[config.mk]
export PLATFORM = sky130hd
export DESIGN_NAME = kavach_threat_response_ctrl
export DESIGN_NICKNAME = d
export VERILOG_FILES = /design/src/rtl/kavach_threat_response_ctrl.sv
export SDC_FILE = /design/constraint.sdc
export NUM_CORES = 1
export LEC_CHECK = 0
export ABC_AREA = 1
export ABC_CLOCK_PERIOD_IN_PS = 5600
export CORE_MARGIN = 4
export CORE_UTILIZATION = 45
export DETAILED_ROUTE_END_ITERATION = 10
export GPL_ROUTABILITY_DRIVEN = 0
export SETUP_SLACK_MARGIN = 0.02
export SYNTH_ARGS = -nofsm -noshare
export SYNTH_HDL_FRONTEND = slang
export SYNTH_SLANG_ARGS = --single-unit
[constraint.sdc]
create_clock -name clk -period 5.6 [get_ports clk]
set_input_delay 0.56 -clock clk [delete_from_list [all_inputs] [get_ports clk]]
set_output_delay 0.56 -clock clk [all_outputs]
set_load 0.05 [all_outputs]
[src/rtl/kavach_threat_response_ctrl.sv]
// Threat escalation controller: drives irq / cpu_halt / key_zeroize from the
// execution monitor's severity stream and keeps a small FWFT event log.
module kavach_threat_response_ctrl #(
  parameter int unsigned PC_WIDTH       = 32,
  parameter int unsigned LOG_DEPTH      = 8,
  parameter int unsigned TS_WIDTH       = 16,
  parameter int unsigned ALERT_PERSIST  = 16,
  parameter int unsigned LOCK_PERSIST   = 8,
  parameter int unsigned LOCK_STRIKES   = 3,
  parameter int unsigned QUIET_CYCLES   = 64,
  parameter int unsigned RECOVER_CYCLES = 32,
  parameter bit          UNLOCK_EN      = 1'b1
) (
  input  logic                        clk,
  input  logic                        rst_n,
  input  logic                        monitor_ready,
  input  logic [1:0]                  severity,
  input  logic [5:0]                  anomaly_vec,
  input  logic [PC_WIDTH-1:0]         last_bad_pc,
  input  logic                        sw_ack,
  input  logic                        sw_clear_lock,
  input  logic                        log_pop,
  output logic [2:0]                  threat_state,
  output logic                        irq,
  output logic                        cpu_halt,
  output logic                        key_zeroize,
  output logic [1:0]                  strike_cnt,
  output logic                        log_valid,
  output logic [PC_WIDTH-1:0]         log_pc,
  output logic [5:0]                  log_vec,
  output logic [1:0]                  log_sev,
  output logic [TS_WIDTH-1:0]         log_ts,
  output logic [$clog2(LOG_DEPTH):0]  log_count,
  output logic                        log_overflow
);

  localparam int unsigned AW    = $clog2(LOG_DEPTH);
  localparam int unsigned CNT_W = $clog2(ALERT_PERSIST + QUIET_CYCLES + LOCK_PERSIST + RECOVER_CYCLES + 1);

  typedef enum logic [2:0] {
    ST_IDLE     = 3'd0,
    ST_ALERT    = 3'd1,
    ST_CONTAIN  = 3'd2,
    ST_LOCKDOWN = 3'd3,
    ST_RECOVER  = 3'd4
  } state_t;

  typedef struct packed {
    logic [TS_WIDTH-1:0] ts;
    logic [1:0]          sev;
    logic [5:0]          vec;
    logic [PC_WIDTH-1:0] pc;
  } entry_t;

  state_t              state_r, next_state_s;
  logic [1:0]          sev_q_s;
  logic [CNT_W-1:0]    persist_cnt_r, quiet_cnt_r, lock_cnt_r, rec_cnt_r;
  logic                irq_r, halt_r, zeroize_r;
  logic [1:0]          strike_r;

  entry_t              log_mem_r [LOG_DEPTH];
  logic [AW-1:0]       wr_ptr_r, rd_ptr_r;
  logic [AW:0]         count_r;
  logic                overflow_r;
  logic [5:0]          vec_d_r;
  logic [TS_WIDTH-1:0] ts_r;
  logic                push_s, pop_s, full_s, accept_s, drop_s;

  assign sev_q_s = monitor_ready ? severity : 2'd0;

  // Escalation next-state decision from the qualified severity.
  always_comb begin
    next_state_s = state_r;
    case (state_r)
      ST_IDLE: begin
        if (sev_q_s == 2'd3)      next_state_s = ST_CONTAIN;
        else if (sev_q_s != 2'd0) next_state_s = ST_ALERT;
        else                      next_state_s = ST_IDLE;
      end
      ST_ALERT: begin
        if (sev_q_s == 2'd3)
          next_state_s = ST_CONTAIN;
        else if (sev_q_s == 2'd2 && persist_cnt_r == CNT_W'(ALERT_PERSIST - 32'd1))
          next_state_s = ST_CONTAIN;
        else if (sev_q_s == 2'd0 && (sw_ack || quiet_cnt_r == CNT_W'(QUIET_CYCLES - 32'd1)))
          next_state_s = ST_IDLE;
        else
          next_state_s = ST_ALERT;
      end
      ST_CONTAIN: begin
        // A strike count already at the limit forces lockdown one cycle after entry.
        if ({30'd0, strike_r} >= LOCK_STRIKES)
          next_state_s = ST_LOCKDOWN;
        else if (sev_q_s == 2'd3 && lock_cnt_r == CNT_W'(LOCK_PERSIST - 32'd1))
          next_state_s = ST_LOCKDOWN;
        else if (sw_ack && sev_q_s == 2'd0)
          next_state_s = ST_RECOVER;
        else
          next_state_s = ST_CONTAIN;
      end
      ST_LOCKDOWN: begin
        if (UNLOCK_EN && sw_clear_lock && sev_q_s == 2'd0) next_state_s = ST_RECOVER;
        else                                               next_state_s = ST_LOCKDOWN;
      end
      ST_RECOVER: begin
        if (sev_q_s != 2'd0)                                       next_state_s = ST_CONTAIN;
        else if (rec_cnt_r == CNT_W'(RECOVER_CYCLES - 32'd1))      next_state_s = ST_IDLE;
        else                                                       next_state_s = ST_RECOVER;
      end
      default: next_state_s = ST_IDLE;
    endcase
  end

  // State register, per-state counters, strike count and Moore outputs.
  always_ff @(posedge clk or negedge rst_n) begin
    if (!rst_n) begin
      state_r       <= ST_IDLE;
      persist_cnt_r <= '0;
      quiet_cnt_r   <= '0;
      lock_cnt_r    <= '0;
      rec_cnt_r     <= '0;
      strike_r      <= 2'd0;
      irq_r         <= 1'b0;
      halt_r        <= 1'b0;
      zeroize_r     <= 1'b0;
    end else begin
      state_r   <= next_state_s;
      irq_r     <= (next_state_s == ST_ALERT) || (next_state_s == ST_CONTAIN) || (next_state_s == ST_LOCKDOWN);
      halt_r    <= (next_state_s == ST_CONTAIN) || (next_state_s == ST_LOCKDOWN);
      zeroize_r <= (next_state_s == ST_LOCKDOWN) && (state_r != ST_LOCKDOWN);
      if (next_state_s != state_r) begin
        persist_cnt_r <= '0;
        quiet_cnt_r   <= '0;
        lock_cnt_r    <= '0;
        rec_cnt_r     <= '0;
      end else begin
        persist_cnt_r <= (state_r == ST_ALERT && sev_q_s == 2'd2) ? persist_cnt_r + CNT_W'(1) : '0;
        quiet_cnt_r   <= (state_r == ST_ALERT && sev_q_s == 2'd0) ? quiet_cnt_r + CNT_W'(1) : '0;
        lock_cnt_r    <= (state_r == ST_CONTAIN && sev_q_s == 2'd3) ? lock_cnt_r + CNT_W'(1) : '0;
        rec_cnt_r     <= (state_r == ST_RECOVER) ? rec_cnt_r + CNT_W'(1) : '0;
      end
      if (state_r == ST_LOCKDOWN && next_state_s == ST_RECOVER)
        strike_r <= 2'd0;
      else if (next_state_s == ST_CONTAIN && state_r != ST_CONTAIN && strike_r != 2'd3)
        strike_r <= strike_r + 2'd1;
      else
        strike_r <= strike_r;
    end
  end

  assign threat_state = state_r;
  assign irq          = irq_r;
  assign cpu_halt     = halt_r;
  assign key_zeroize  = zeroize_r;
  assign strike_cnt   = strike_r;

  assign push_s   = monitor_ready && ((anomaly_vec & ~vec_d_r) != 6'd0);
  assign pop_s    = log_pop && (count_r != '0);
  assign full_s   = (count_r == (AW+1)'(LOG_DEPTH));
  // When full, a simultaneous pop frees the slot the push needs.
  assign accept_s = push_s && (!full_s || pop_s);
  assign drop_s   = push_s && !accept_s;

  // Event log storage, pointers, occupancy, overflow flag and timestamp.
  always_ff @(posedge clk or negedge rst_n) begin
    if (!rst_n) begin
      for (int i = 0; i < LOG_DEPTH; i++) log_mem_r[i] <= '0;
      wr_ptr_r   <= '0;
      rd_ptr_r   <= '0;
      count_r    <= '0;
      overflow_r <= 1'b0;
      vec_d_r    <= 6'd0;
      ts_r       <= '0;
    end else begin
      vec_d_r <= anomaly_vec;
      ts_r    <= ts_r + TS_WIDTH'(1);
      if (accept_s) begin
        log_mem_r[wr_ptr_r] <= '{ts: ts_r, sev: severity, vec: anomaly_vec, pc: last_bad_pc};
        wr_ptr_r            <= wr_ptr_r + AW'(1);
      end
      if (pop_s) rd_ptr_r <= rd_ptr_r + AW'(1);
      case ({accept_s, pop_s})
        2'b10:   count_r <= count_r + (AW+1)'(1);
        2'b01:   count_r <= count_r - (AW+1)'(1);
        default: count_r <= count_r;
      endcase
      if (drop_s)      overflow_r <= 1'b1;
      else if (sw_ack) overflow_r <= 1'b0;
      else             overflow_r <= overflow_r;
    end
  end

  assign log_valid    = (count_r != '0);
  assign log_count    = count_r;
  assign log_overflow = overflow_r;
  assign log_pc       = log_mem_r[rd_ptr_r].pc;
  assign log_vec      = log_mem_r[rd_ptr_r].vec;
  assign log_sev      = log_mem_r[rd_ptr_r].sev;
  assign log_ts       = log_mem_r[rd_ptr_r].ts;

endmodule

Word level (Yosys, flattened, before mapping)
Cells that the tools add are included.
{"block": "classes", "n_addsub": 10, "magnitude_cmp": 4, "eq_ne": 21, "mux": 32, "bitwise_logic": 4, "reduce_logical": 32}
{"cell": "448-bit bitwise mux", "n": 1}
{"cell": "56-bit binary-select mux with 3-bit select", "n": 1}
{"cell": "56-bit demux with 3-bit select", "n": 1}
{"cell": "56-bit two-way mux", "n": 3}
{"cell": "7-bit two-way mux", "n": 8}
{"cell": "7-bit by 1-bit adder with 7-bit output, second input constant", "n": 4}
{"cell": "3-bit two-way mux", "n": 7}
{"cell": "1-bit logical AND", "n": 17}
{"cell": "16-bit by 1-bit adder with 16-bit output, second input constant", "n": 1}
{"cell": "3-bit case mux with 5 select lines", "n": 1}
{"cell": "3-bit by 2-bit equality test with 1-bit output, second input constant", "n": 4}
{"cell": "2-bit two-way mux", "n": 5}
{"cell": "4-bit >= comparator, second input constant", "n": 2}
{"cell": "3-bit NOT with 4-bit output", "n": 2}
{"cell": "4-bit case mux with 2 select lines", "n": 1}
{"cell": "2-bit nonzero test", "n": 4}
{"cell": "7-bit by 3-bit equality test with 1-bit output, second input constant", "n": 1}
{"cell": "7-bit by 4-bit equality test with 1-bit output, second input constant", "n": 1}
{"cell": "7-bit by 5-bit equality test with 1-bit output, second input constant", "n": 1}
{"cell": "7-bit by 6-bit equality test with 1-bit output, second input constant", "n": 1}
{"cell": "3-bit by 1-bit adder with 3-bit output, second input constant", "n": 2}
{"cell": "6-bit bitwise AND", "n": 1}
{"cell": "2-bit equality test, second input constant", "n": 3}
{"cell": "3-bit by 1-bit equality test with 1-bit output, second input constant", "n": 2}
{"cell": "other kinds (19)", "n": 29}
{"block": "totals", "ff_bits": 517, "input_bits": 46, "output_inout_bits": 70, "elab_cells": 150}

Depth between registers and ports, before layout
{"block": "depth", "word_depth": 12, "mapped_depth": 14, "ltp_nobuf": 14}

Least setup slack after synthesis
Ideal clock, no wire load.
{"block": "synth_timing", "path_kind": "register -> register", "startpoint": "register count_r[1], in the netlist log_count[1]", "endpoint": "register count_r[3], in the netlist log_count[3]", "setup_time_ns": 0.124, "t_arrival_ns": 2.651, "t_required_ns": 5.476, "slack_ns": 2.825, "path_stages_with_launch": 15, "n_path_buf": 0, "synth_period_minus_slack_ns": 2.775, "path_cell_list": "dfrtp_1 -> nor2_2 -> nand3_2 -> nand2_1 -> nand4_1 -> nand2_4 -> ha_1 -> ha_1 -> nand2_1 -> nor2_1 -> a211oi_1 -> nor2_1 -> nor2_1 -> nand2_1 -> xor2_1"}
{"block": "synth_between", "elab_chain_cells": 6, "elab_cells_between_ends": 12, "classes_between": "add/sub (2); eq/ne (3); mux (1); reduce/logical (6)"}
{"element": "start: declaration", "line_no": "63", "source": "logic [AW:0] count_r;"}
{"element": "start signal: assignment", "line_no": "183", "source": "2'b10: count_r <= count_r + (AW+1)'(1);"}
{"element": "start signal: assignment", "line_no": "184", "source": "2'b01: count_r <= count_r - (AW+1)'(1);"}
{"element": "start signal: assignment", "line_no": "185", "source": "default: count_r <= count_r;"}
{"element": "4-bit nonzero test (*)"}
{"element": "named net log_valid", "line_no": "28", "source": "output logic log_valid,"}
{"element": "1-bit logical AND (*)", "line_no": "158", "source": "assign pop_s = log_pop && (count_r != '0);"}
{"element": "1-bit logical OR", "line_no": "161", "source": "assign accept_s = push_s && (!full_s || pop_s);"}
{"element": "1-bit logical AND", "line_no": "161"}
{"element": "2-bit by 1-bit equality test with 1-bit output or 2-bit equality test (tied branches)", "line_no": "182", "source": "case ({accept_s, pop_s})"}
{"element": "4-bit case mux with 2 select lines or 2-bit nonzero test (tied branches)"}
Mark *: on every way through the listed nets, which the timed path passes. The rest lies on a longest branch.
A chain may end at the register's enable or synchronous reset.

Final worst setup path
{"block": "layout_timing", "startpoint": "register rd_ptr_r[0]", "endpoint": "output log_pc[1]"}
{"block": "layout_between", "elab_chain_cells": 4}
{"element": "start: declaration", "line_no": "62", "source": "logic [AW-1:0] wr_ptr_r, rd_ptr_r;"}
{"element": "start signal: assignment", "line_no": "181", "source": "if (pop_s) rd_ptr_r <= rd_ptr_r + AW'(1);"}
{"element": "3-bit NOT with 4-bit output (implied by the code)", "line_no": "196", "source": "assign log_pc = log_mem_r[rd_ptr_r].pc;"}
{"element": "56-bit binary-select mux with 3-bit select", "line_no": "196"}
{"element": "56-bit two-way mux (2 in series)"}
{"element": "end: declaration", "line_no": "29", "source": "output logic [PC_WIDTH-1:0] log_pc,"}
No other way between the ends. The select of a mux whose other input is x is not followed.

==> flow_summary.yaml <==
clock_tree:
  cts_resized: 0
  insertion_delay_ns: 0.61
  cts-hold-fix-buffers: 0
  cts_buffers: 56
  postCtsSetupBuffers: 0
  clk_pin_slew_worst_paths_ns: 0.06
  cts-root-buf: "clkbuf_16"
  clock_path_buffers: 3
  cts-htree-levels: 2
  cts_sinks: 517
  cts_tree: "done"
layout:
  final_cell_mix: "nand2_1, dfrtp_1, nor2_1"
  finalNonFillerCells: 3782
  nets: 3104
  utilization_pct: 51.2
  fillerInstances: 5179
  drive_above_1_share_pct: 6.52
  layout_commonest_cell: "nand2_1"
  seq_area_um2: 12900
  area_delta_synth_final_pct: 11.9
  multi_input_comb_area_um2: 10400
worst_setup_path:
  critPathLaunchType: "flop"
  r2r-end: "log_mem_r[28]"
  cp_top_family: "buffers and inverters"
  critPathKind: "reg2out"
  cp_max_fo: 122
  critPathBufInv: 3
  crit_required_ns: 5.04
  r2r_start: "log_count[1]"
  end_kind: "output port"
  r2r_cells: 10
  crit_path_cell_trace: "inv_6 > buf_4 > o21ai_0 > o22ai_1 > nor2_1 > a31oi_1 > clkdlybuf4s50_1"
  slowest_stage: "clkdlybuf4s50_1"
  critPathMaxStageDelay_ns: 0.85
  critical_path_arrival_ns: 4.23
  regToRegSetupSlack_ns: 2.38
detailed_routing:
  drcViolationCount: 0
  wl_um: 72000
  ant_nets: 0
  first_pass_iters: 7
  viasPerCell: 5.58
  vias: 21100
  wl_per_cell_um: 19.0
  dr.first_iter.drc_count: 1788
global_routing:
  grt_use_total_pct: 24.2
  antenna_found_initial: 2
  grt_pass1_vias: 21000
  grt_max_degree: 167
  grt_pass1_wl_um: 117000
  grt_overflow_total: 0
sta:
  hold_viol: 0
  period_share_pct: 85.5
  grt_setup_unrepaired: "false"
  skew_ns: 0.00998
  setup_tns_ns: 0
  drv_slew: 0
  relSlewSlack_pct: 29.5
  post-route-min-period_ns: 4.79
  tightest_slew_ns: 1.06
  fmax_ghz: 0.209
  setup_viol: 0
job:
  maxCapViolCount: 0
logic_synthesis:
  syn_nets: 3157
  synth_seq_area_share_pct: 52.1
  yosysWarningCount: 0
  synth_cells: 3096
  yosysUniqueCellTypes: 35
  synth_seq_cells: 517
  syn-mean-instance-area_um2: 8.02
  synthesis.area_um2: 24800
power:
  p_leak_uw: 0.0136
  ir_drop_v: 0.000466
  power.density_nw_per_um2: 643
floorplanning:
  initial_utilization_pct: 45.8
  rows: 85
  dieArea_um2: 59000
  die_x_um: 243
  die_h_um: 243
  ios: 116
  core_um2: 54200
placed_design:
  dp.cells: 3681
  io_buffers: 115
  hpwl_um: 39000
min_path:
  hp-class: "in2async"
run_status:
  status: "finished clean"
final cells by class:
class | count | area share (%)
diodes | 1 | 0.00901
clock buffers | 79 | 5.97
clock inverters | 21 | 0.752
inverters | 49 | 0.743
multi-input cells | 2265 | 37.3
flip-flops and latches | 517 | 46.6
well taps | 696 | 3.13
repair buffers | 154 | 5.53
synthesized netlist by cell type, drive strengths merged:
master	number	area [um^2]
nand4	9	56.3
xor2	26	228
xnor2	9	78.8
nand3b	4	30.0
a211oi	1	7.51
buf	143	941
nand3	416	2280
fa	1	20.0
ha	14	175
and3	1	6.26
a31oi	56	350
nor3	3	20.0
clkbuf	122	475
clkinv	2	7.51
o31a	1	8.76
dfrtp	517	12900
inv	47	179
nand2	908	3440
nor2	457	1720
or2	2	12.5
o22ai	57	357
o21ai	295	1480
a21oi	5	25.0
worst max path at each step:
stage	start	to	slack (ns)	cells past startpoint
finish	rd_ptr_r[0]	log_pc[1]	0.81	7
global route	rd_ptr_r[0]	log_pc[1]	0.54	7
CTS	rd_ptr_r[0]	log_pc[9]	0.84	7
detailed placement	rd_ptr_r[0]	log_pc[9]	1.51	7
global placement	rd_ptr_r[0]	log_ts[7]	1.50	7
floorplan	log_count[1]	log_count[3]	2.82	14
logic make-up (layout without fill, tap and decap cells):
family	count (synthesis)	in the layout	share of synthesized area (%)
flip-flops	517	517	52.1
AND/OR/NAND/NOR	1800	1800	30.5
buffers and inverters	314	303	6.45
other	0	1	0
AO/OA/AOI/OAI	415	415	8.96
adder cells (fa/ha/maj)	15	15	0.786
XOR/XNOR	35	35	1.23
power by group:
group,internal [uW],switching (uW)
logic,2480,5810
registers,5020,790
clock network,2230,1530
total,9730,8130
per-layer routing:
metal / share of wire, % / vias to the layer above / track usage, %
met5: 0 / - / 0
met4: 2.9 / 0 / 7.81
met3: 5.1 / 145 / 3.75
met2: 48 / 577 / 40.1
met1: 44 / 10400 / 32.9
li1: - / 9951 / -
worst register-to-register path: stages, from the launching register on:
cell	delay, ns
dfrtp_1	0.43
nor2_2	0.16
nand3_2	0.08
nand2_1	0.13
nand4_1	0.19
nand2_4	0.18
clkinv_8	0.36
nand2_2	1.00
buf_4	0.45
nand2_1	0.12
nand2_1	0.07
registers in the layout, summed over array words and instances (netlist names):
signal and count:
lock_cnt_r 7, log_count 4, key_zeroize 1, cpu_halt 1, rd_ptr_r 3, irq 1, strike_cnt 2, rec_cnt_r 7
vec_d_r 6, log_mem_r 448, persist_cnt_r 7, wr_ptr_r 3, log_overflow 1, ts_r 16, quiet_cnt_r 7, threat_state 3
metrics by stage:
stage          hold WS, ns  power, uW  instance area, um^2  setup WS, ns
2_1_floorplan        0.264      11400                24800          2.82
3_3_place_gp         0.444      14000                25900          1.50
3_5_place_dp         0.453      14200                25900          1.51
4_1_cts             0.0555      18000                27800         0.842
5_1_grt             0.0960      19000                27800         0.539
6_report            0.0228      17900                27800         0.815
(Power assumes the default switching activity.)
